File: config.mk
export PLATFORM = sky130hd
export DESIGN_NAME = hyperbus_trans_arbiter
export DESIGN_NICKNAME = d
export VERILOG_FILES = /design/src/rtl/hyperbus_trans_arbiter.sv
export SDC_FILE = /design/constraint.sdc
export NUM_CORES = 1
export LEC_CHECK = 0
export CAP_MARGIN = 20
export CORE_AREA = 2 2 111 113
export CTS_BUF_LIST = sky130_fd_sc_hd__clkbuf_8
export CTS_CLUSTER_DIAMETER = 120
export DETAILED_ROUTE_END_ITERATION = 6
export DIE_AREA = 0 0 113 115
export PLACE_DENSITY_LB_ADDON = 0.3
export SYNTH_ARGS = -nofsm -noshare
export SYNTH_HDL_FRONTEND = slang
export SYNTH_SLANG_ARGS = --single-unit
File: constraint.sdc
create_clock -name clk_i -period 1.8 [get_ports clk_i]
set_input_delay 0.36 -clock clk_i [delete_from_list [all_inputs] [get_ports clk_i]]
set_output_delay 0.36 -clock clk_i [all_outputs]
set_load 0.02 [all_outputs]
File: src/rtl/hyperbus_trans_arbiter.sv
// Round-robin arbiter sharing one HyperBus PHY transaction port among NumReq
// requesters. A grant covers a whole transfer and is held until its response
// completes: the B handshake for writes, or the last R beat for reads.

package hyperbus_trans_arbiter_pkg;

  typedef struct packed {
    logic        write;
    logic        address_space;
    logic        burst_type;
    logic [31:0] address;
    logic [15:0] burst;
  } hyper_tf_t;

endpackage

module hyperbus_trans_arbiter
  import hyperbus_trans_arbiter_pkg::*;
#(
  parameter int unsigned NumReq   = 2,
  parameter int unsigned NumChips = 2
) (
  input  logic                               clk_i,
  input  logic                               rst_ni,
  // requester transfer channel
  input  logic      [NumReq-1:0]             req_trans_valid_i,
  output logic      [NumReq-1:0]             req_trans_ready_o,
  input  hyper_tf_t [NumReq-1:0]             req_trans_i,
  input  logic      [NumReq-1:0][NumChips-1:0] req_trans_cs_i,
  // requester TX channel
  input  logic      [NumReq-1:0]             req_tx_valid_i,
  output logic      [NumReq-1:0]             req_tx_ready_o,
  input  logic      [NumReq-1:0][15:0]       req_tx_data_i,
  input  logic      [NumReq-1:0][1:0]        req_tx_strb_i,
  input  logic      [NumReq-1:0]             req_tx_last_i,
  // requester RX channel
  output logic      [NumReq-1:0]             req_rx_valid_o,
  input  logic      [NumReq-1:0]             req_rx_ready_i,
  output logic      [15:0]                   req_rx_data_o,
  output logic                               req_rx_error_o,
  output logic                               req_rx_last_o,
  // requester B channel
  output logic      [NumReq-1:0]             req_b_valid_o,
  input  logic      [NumReq-1:0]             req_b_ready_i,
  output logic                               req_b_error_o,
  // PHY transfer channel
  output logic                               phy_trans_valid_o,
  input  logic                               phy_trans_ready_i,
  output hyper_tf_t                          phy_trans_o,
  output logic      [NumChips-1:0]           phy_trans_cs_o,
  // PHY TX channel
  output logic                               phy_tx_valid_o,
  input  logic                               phy_tx_ready_i,
  output logic      [15:0]                   phy_tx_data_o,
  output logic      [1:0]                    phy_tx_strb_o,
  output logic                               phy_tx_last_o,
  // PHY RX channel
  input  logic                               phy_rx_valid_i,
  output logic                               phy_rx_ready_o,
  input  logic      [15:0]                   phy_rx_data_i,
  input  logic                               phy_rx_error_i,
  input  logic                               phy_rx_last_i,
  // PHY B channel
  input  logic                               phy_b_valid_i,
  output logic                               phy_b_ready_o,
  input  logic                               phy_b_error_i,
  // status
  output logic      [NumReq-1:0]             gnt_o,
  output logic                               busy_o
);

  localparam int unsigned     PtrW    = $clog2(NumReq);
  localparam logic [PtrW-1:0] LastIdx = PtrW'(NumReq - 1);

  typedef enum logic [1:0] {
    Idle,
    Issue,
    WaitR,
    WaitB
  } state_e;

  state_e          state_q, state_d;
  logic [PtrW-1:0] ptr_q, ptr_d;
  logic [PtrW-1:0] owner_q, owner_d;
  logic [PtrW-1:0] owner_inc;
  logic [PtrW-1:0] cand_sel;
  int unsigned     cand;
  logic            found;

  // State, round-robin pointer and owner registers
  always_ff @(posedge clk_i or negedge rst_ni) begin
    if (!rst_ni) begin
      state_q <= Idle;
      ptr_q   <= '0;
      owner_q <= '0;
    end else begin
      state_q <= state_d;
      ptr_q   <= ptr_d;
      owner_q <= owner_d;
    end
  end

  // Arbitration, channel routing and next-state logic
  always_comb begin
    state_d  = state_q;
    ptr_d    = ptr_q;
    owner_d  = owner_q;
    found    = 1'b0;
    cand     = 0;
    cand_sel = '0;

    owner_inc = (owner_q == LastIdx) ? '0 : owner_q + 1'b1;

    // Payloads follow the owner unconditionally; only handshakes are gated
    phy_trans_o    = req_trans_i[owner_q];
    phy_trans_cs_o = req_trans_cs_i[owner_q];
    phy_tx_data_o  = req_tx_data_i[owner_q];
    phy_tx_strb_o  = req_tx_strb_i[owner_q];
    phy_tx_last_o  = req_tx_last_i[owner_q];
    req_rx_data_o  = phy_rx_data_i;
    req_rx_error_o = phy_rx_error_i;
    req_rx_last_o  = phy_rx_last_i;
    req_b_error_o  = phy_b_error_i;

    phy_trans_valid_o = 1'b0;
    phy_tx_valid_o    = 1'b0;
    phy_rx_ready_o    = 1'b0;
    phy_b_ready_o     = 1'b0;
    req_trans_ready_o = '0;
    req_tx_ready_o    = '0;
    req_rx_valid_o    = '0;
    req_b_valid_o     = '0;

    busy_o = (state_q != Idle);
    gnt_o  = '0;
    if (state_q != Idle) begin
      gnt_o[owner_q] = 1'b1;
    end

    unique case (state_q)
      Idle: begin
        // Scan from ptr_q upward, wrapping modulo NumReq; the first hit wins
        for (int unsigned i = 0; i < NumReq; i++) begin
          cand = 32'(ptr_q) + i;
          if (cand >= NumReq) begin
            cand = cand - NumReq;
          end
          cand_sel = PtrW'(cand);
          if (!found && req_trans_valid_i[cand_sel]) begin
            found   = 1'b1;
            owner_d = cand_sel;
          end
        end
        if (found) begin
          state_d = Issue;
        end
      end

      Issue: begin
        phy_trans_valid_o          = req_trans_valid_i[owner_q];
        req_trans_ready_o[owner_q] = phy_trans_ready_i;
        // A withdrawn request abandons the grant without advancing the pointer
        if (!req_trans_valid_i[owner_q]) begin
          state_d = Idle;
        end else if (phy_trans_ready_i) begin
          state_d = req_trans_i[owner_q].write ? WaitB : WaitR;
        end
      end

      WaitB: begin
        phy_tx_valid_o          = req_tx_valid_i[owner_q];
        req_tx_ready_o[owner_q] = phy_tx_ready_i;
        req_b_valid_o[owner_q]  = phy_b_valid_i;
        phy_b_ready_o           = req_b_ready_i[owner_q];
        if (phy_b_valid_i && req_b_ready_i[owner_q]) begin
          ptr_d   = owner_inc;
          state_d = Idle;
        end
      end

      WaitR: begin
        req_rx_valid_o[owner_q] = phy_rx_valid_i;
        phy_rx_ready_o          = req_rx_ready_i[owner_q];
        if (phy_rx_valid_i && req_rx_ready_i[owner_q] && phy_rx_last_i) begin
          ptr_d   = owner_inc;
          state_d = Idle;
        end
      end

      default: state_d = Idle;
    endcase
  end

endmodule
# After elaboration in Yosys (flattened, before gate mapping)
# Cells that the tools add are included.
[totals]
reg_bits = 4
in_bits = 177
[op_classes]
n_addsub = 4
magnitude_cmp = 6
n_eq_ne = 7
mux = 54
bitwise = 4
reduce_logical = 13
[ops]
columns = ["cell", "n"]
rows = [
  ["two-way mux 51 bit", 2],
  ["two-way mux 1 bit", 33],
  ["two-way mux 16 bit", 2],
  ["two-way mux 2 bit", 14],
  ["bitwise AND 2 bit", 4],
  ["one-hot mux 2 bit (4 select lines)", 1],
  ["< comparator 1 x 2 -> 1 bit (second input constant)", 3],
  ["!= test 2 bit (second input constant)", 3],
  ["nonzero test 2 bit", 3],
  ["logical AND 1 bit", 5],
  ["equality test 2 bit (second input constant)", 2],
  ["AND reduction 4 bit", 1],
  ["!= test 3 bit (second input constant)", 1],
  ["AND reduction 3 bit", 1],
  ["adder 1 x 1 -> 2 bit (second input constant)", 1],
  ["equality test 2 x 1 -> 1 bit (second input constant)", 1],
  ["greater-or-equal comparator 1 x 2 -> 1 bit (second input constant)", 1],
  ["greater-or-equal comparator 2 bit (second input constant)", 1],
  ["zero test 2 bit", 1],
  ["one-hot mux 1 bit (2 select lines)", 1],
  ["AND reduction 2 bit", 1],
  ["subtractor 1 bit (second input constant)", 2],
  ["adder 1 bit (second input constant)", 1],
  ["demux 1 bit (select 1 bit)", 1],
  ["2 further kinds", 2],
]

# Longest topological paths before layout
[depth]
depth_word = 13
mapped_depth = 5
ltp_nobuf = 4

# Least setup slack after synthesis
# Ideal clock, no wire load.
[synth_path]
kind = "register -> output"
start = "register owner_q"
end = "output phy_tx_valid_o"
arrival_ns = 1.240
required_time_ns = 1.440
slack_ns = 0.200
path_stages_with_launch = 6
path_buffers = 3
path_cell_list = "dfrtp_1 buf_6 buf_4 buf_4 mux2i_1 nor2_1"
[synth_via]
elab_chain_len = 3
[synth_lines]
columns = ["element", "line", "text"]
rows = [
  ["from (decl)", "84", "logic [PtrW-1:0] owner_q, owner_d;"],
  ["from (signal assigned)", "99", "owner_q <= owner_d;"],
  ["two-way mux 1 bit (implied by the code) (2 in series)", "171", "phy_tx_valid_o = req_tx_valid_i[owner_q];"],
  ["two-way mux 1 bit", "140", "unique case (state_q)"],
  ["to (decl)", "52", "output logic phy_tx_valid_o,"],
]
# Every way passes these cells. The select of a mux whose other input is x is not followed.

==> impl_results.rst <==
.. list-table::
   :header-rows: 1

   * - Metric
     - Value
   * - Lkg Pwr
     - 1.79 nW
   * - Later-pin clock latency in the skew report
     - 0.21 ns
   * - Fraction of final layout cells with drive strength greater than 1
     - 50.4%
   * - Reg2Reg Setup Slack
     - -0.01 ns
   * - Final setup vio count
     - 55
   * - Number of sinks driven by the clock tree
     - 4
   * - Number of instances in the synthesized netlist
     - 150
   * - Worst Skew
     - 0.00186 ns
   * - Vias per std cell
     - 3.95
   * - RSZ-0062 raised after global routing
     - yes
   * - Post-synthesis share of cell area spent on full adders, half adders and majority gates
     - 0%
   * - Number of global-route vias before repair
     - 2,132
   * - Antenna violations before repair
     - 1
   * - Maximum fanout encountered on the critical timing path
     - 6
   * - Drt drc
     - 20
   * - Count of warnings emitted by yosys
     - 0
   * - Number of hold violations in the final report
     - 0
   * - Area growth from synthesis to final layout
     - 208%
   * - Pwr/cell area
     - 1220 nW/µm²
   * - GRT overflow
     - 0
   * - Die Ht
     - 115 µm
   * - Detailed placer's ending HPWL
     - 6930 µm
   * - Clock tree from TritonCTS
     - yes
   * - Synth unique cells
     - 22
   * - Source of the worst register-to-register timing path
     - owner_q
   * - Crit path launch type
     - flop
   * - RePlAce Congestion
     - 0.794
   * - Net count of the mapped netlist
     - 327
   * - Number of diodes added for antenna fixing
     - 0
   * - VDD IR-drop max
     - 0.898 mV
   * - Drt wl/cell
     - 16.3 µm
   * - Status
     - complete, but fails checks
   * - Detailed Routing Iterations Pass 1
     - 6
   * - Combinational family with the most area after synthesis
     - multiplexers
   * - Area of the core
     - 11,800 µm²
   * - Floorplan row count
     - 40
   * - Compound-gate portion of the synthesized area
     - 3.31%
   * - Overall Global Routing Usage
     - 11.9%
   * - Die width
     - 113 µm
   * - Number of H-tree levels
     - 1
   * - Global-route wire length before repair
     - 12,200 µm
   * - Post-layout minimum cycle time
     - 1.89 ns
   * - Number of max-capacitance violations reported
     - 0
   * - CP arrival
     - 1.53 ns
   * - Worst slew slack as a fraction of its limit
     - 82.1%
   * - Maximum number of pins on one net before global-route repair
     - 19
   * - Hold Path Class
     - in2async
   * - Clk slew on worst S/H paths
     - 0.03 ns
   * - Final Cycle Share
     - 105%
   * - Area share of xor/xnor cells in the synthesized design
     - 0%
   * - Maximum clock path buffer count
     - 2
   * - Simple-gate share of the synthesized area
     - 9.56%
   * - Initial Util
     - 11.5%
   * - Fillers
     - 1,237
   * - Post-layout net count
     - 577
   * - Count of port buffers added during placement
     - 246
   * - Share of synthesized area occupied by flip-flops and latches
     - 7.35%
   * - Terminus of the critical flop-to-flop path
     - ptr_q
   * - Highest attainable clock frequency
     - 530 MHz
   * - Number of storage elements in the synthesis netlist
     - 4
   * - Clock buffer count from CTS
     - 3
   * - Setup CP Type
     - reg2out
   * - Count of vias placed by the detailed router
     - 2,154
   * - Placement Setup Slack
     - -0.519 ns
   * - Kind of capture point of the worst setup path
     - output pin
   * - Detailed-route wire length
     - 8910 µm
   * - Total Power Consumption
     - 0.00513 W
   * - PnR worst setup slack
     - -0.0883 ns
   * - Violations in the final reports
     - design-rule violations, negative setup slack
   * - Max Transition Viols Final
     - 0
   * - Number of design-rule violations left by the first detailed-router iteration
     - 41
   * - Count of pins on the block boundary
     - 283
   * - Fraction of synthesized area in multiplexers
     - 63.6%
   * - Worst slew pin tran
     - 0.262 ns
   * - Post-synth design cell area
     - 1360 µm²
   * - Buffer cell driving the clock tree root
     - sky130_fd_sc_hd__clkbuf_8
   * - Avg Synthesized Cell Area
     - 9.08 µm²
   * - Number of antenna-violating nets in the routed design
     - 0
   * - Required @ worst endpoint
     - 1.44 ns
   * - Worst R2R Path Depth
     - 6
   * - Die area
     - 13,000 µm²
==> cells by family (layout without fill, tap and decap cells) <==
group                  count (synthesis)  count (layout)
multiplexers                          77              77
buffers and inverters                 33             282
AND/OR/NAND/NOR                       29              29
AO/OA/AOI/OAI                          7               7
flip-flops                             4               4
==> worst max-delay path, cell delays in order (launching register included) <==
cell and delay, ns:
sky130_fd_sc_hd__dfrtp_4 0.52, sky130_fd_sc_hd__buf_12 0.17, sky130_fd_sc_hd__clkbuf_16 0.15, sky130_fd_sc_hd__mux2_2 0.34, sky130_fd_sc_hd__buf_6 0.13
==> stage by stage <==
stage | TNS [ns] | util, % | cell area (µm²) | hold WS [ns] | instances
final | -2.97 | 35.5 | 4190 | 0.349 | 546
after global routing | -6.29 | 35.5 | 4190 | 0.358 | 546
after CTS | -5.39 | 32.6 | 3850 | 0.348 | 544
after detailed placement | -15.24 | 33.5 | 3950 | 0.505 | 530
after global placement | -14.56 | 33.5 | 3950 | 0.505 | 530
after floorplan | 0 | - | 1360 | 0.0644 | 150
==> power breakdown <==
part | total [W] | leakage (nW) | internal [W] | switching (W)
clock network | 0.000190 | 0.0269 | 0.000145 | 0.0000452
registers | 0.000232 | 0.0473 | 0.000144 | 0.0000881
logic | 0.00471 | 1.72 | 0.00263 | 0.00208
total | 0.00513 | 1.79 | 0.00292 | 0.00221
==> cell usage in the layout, fill, tap and decap left out, types with 4 or more instances in the layout <==
master	n
sky130_fd_sc_hd__buf_2	38
sky130_fd_sc_hd__buf_6	39
sky130_fd_sc_hd__buf_4	27
sky130_fd_sc_hd__nor2_1	11
sky130_fd_sc_hd__mux2_4	13
sky130_fd_sc_hd__nand2_1	6
sky130_fd_sc_hd__buf_12	4
sky130_fd_sc_hd__mux2_2	60
sky130_fd_sc_hd__clkdlybuf4s50_1	158
sky130_fd_sc_hd__buf_16	5
==> layout make-up <==
cell class | count | area [µm²] | share of cell area (%)
timing repair buffer | 275 | 2700 | 64.4
multi-input combinational | 113 | 1140 | 27.3
tap | 147 | 184 | 4.39
sequential | 4 | 104 | 2.48
clock buffer | 3 | 41.3 | 0.985
inverter | 3 | 15.0 | 0.358
clock inverter | 1 | 3.75 | 0.0896
==> routing by layer <==
| metal | track usage (%) | routed length, µm | vias up |
|---|---|---|---|
| met3 | 3.37 | 935 | 12 |
| met2 | 22.1 | 4510 | 130 |
| met5 | 0 | 20 | - |
| met1 | 14.2 | 3400 | 991 |
| met4 | 1.14 | 51 | 2 |
| li1 | - | - | 1019 |
==> cell usage after synthesis <==
| library cell | number | area (µm²) |
|---|---|---|
| sky130_fd_sc_hd__or2_0 | 1 | 6.26 |
| sky130_fd_sc_hd__a32oi_1 | 1 | 8.76 |
| sky130_fd_sc_hd__buf_6 | 1 | 11.3 |
| sky130_fd_sc_hd__nand3b_1 | 1 | 7.51 |
| sky130_fd_sc_hd__buf_4 | 21 | 158 |
| sky130_fd_sc_hd__nor3b_1 | 1 | 7.51 |
| sky130_fd_sc_hd__a31oi_1 | 1 | 6.26 |
| sky130_fd_sc_hd__o22ai_1 | 2 | 12.5 |
| sky130_fd_sc_hd__nand3_1 | 3 | 15.0 |
| sky130_fd_sc_hd__nand2b_1 | 1 | 6.26 |
| sky130_fd_sc_hd__mux2i_1 | 4 | 40.0 |
| sky130_fd_sc_hd__inv_1 | 3 | 11.3 |
| sky130_fd_sc_hd__nor2_1 | 14 | 52.6 |
| sky130_fd_sc_hd__mux2_4 | 1 | 15.0 |
| sky130_fd_sc_hd__buf_2 | 8 | 40.0 |
| sky130_fd_sc_hd__nor2b_1 | 2 | 12.5 |
| sky130_fd_sc_hd__a21oi_1 | 1 | 5.00 |
| sky130_fd_sc_hd__mux2_2 | 72 | 811 |
| sky130_fd_sc_hd__o21ai_0 | 1 | 5.00 |
| sky130_fd_sc_hd__dfrtp_1 | 4 | 100 |
| sky130_fd_sc_hd__nand2_1 | 6 | 22.5 |
| sky130_fd_sc_hd__o31ai_1 | 1 | 7.51 |
==> sequential cells by signal, indices dropped and copies added (netlist names) <==
register	cells
state_q	2
ptr_q	1
owner_q	1
==> worst max-delay path by stage <==
stage / startpoint / to / slack, ns / cells past startpoint
after floorplan: owner_q / phy_tx_valid_o / 0.20 / 5
after global placement: req_trans_valid_i[1] / phy_trans_valid_o / -0.52 / 4
after detailed placement: req_trans_valid_i[1] / phy_trans_valid_o / -0.52 / 4
after CTS: owner_q / phy_b_ready_o / -0.17 / 4
after global routing: owner_q / phy_trans_o[33] / -0.13 / 4
final: owner_q / phy_trans_o[21] / -0.09 / 4
==> repair_timing <==
item	in CTS	in global routing
pin swaps	0	7
endpoints found under the setup margin	89	77
setup buffers	5	1
cloned	5	2
gates resized for setup	369	96
hold buffers	0	0
Note: power is estimated with default switching activity, not from simulation.
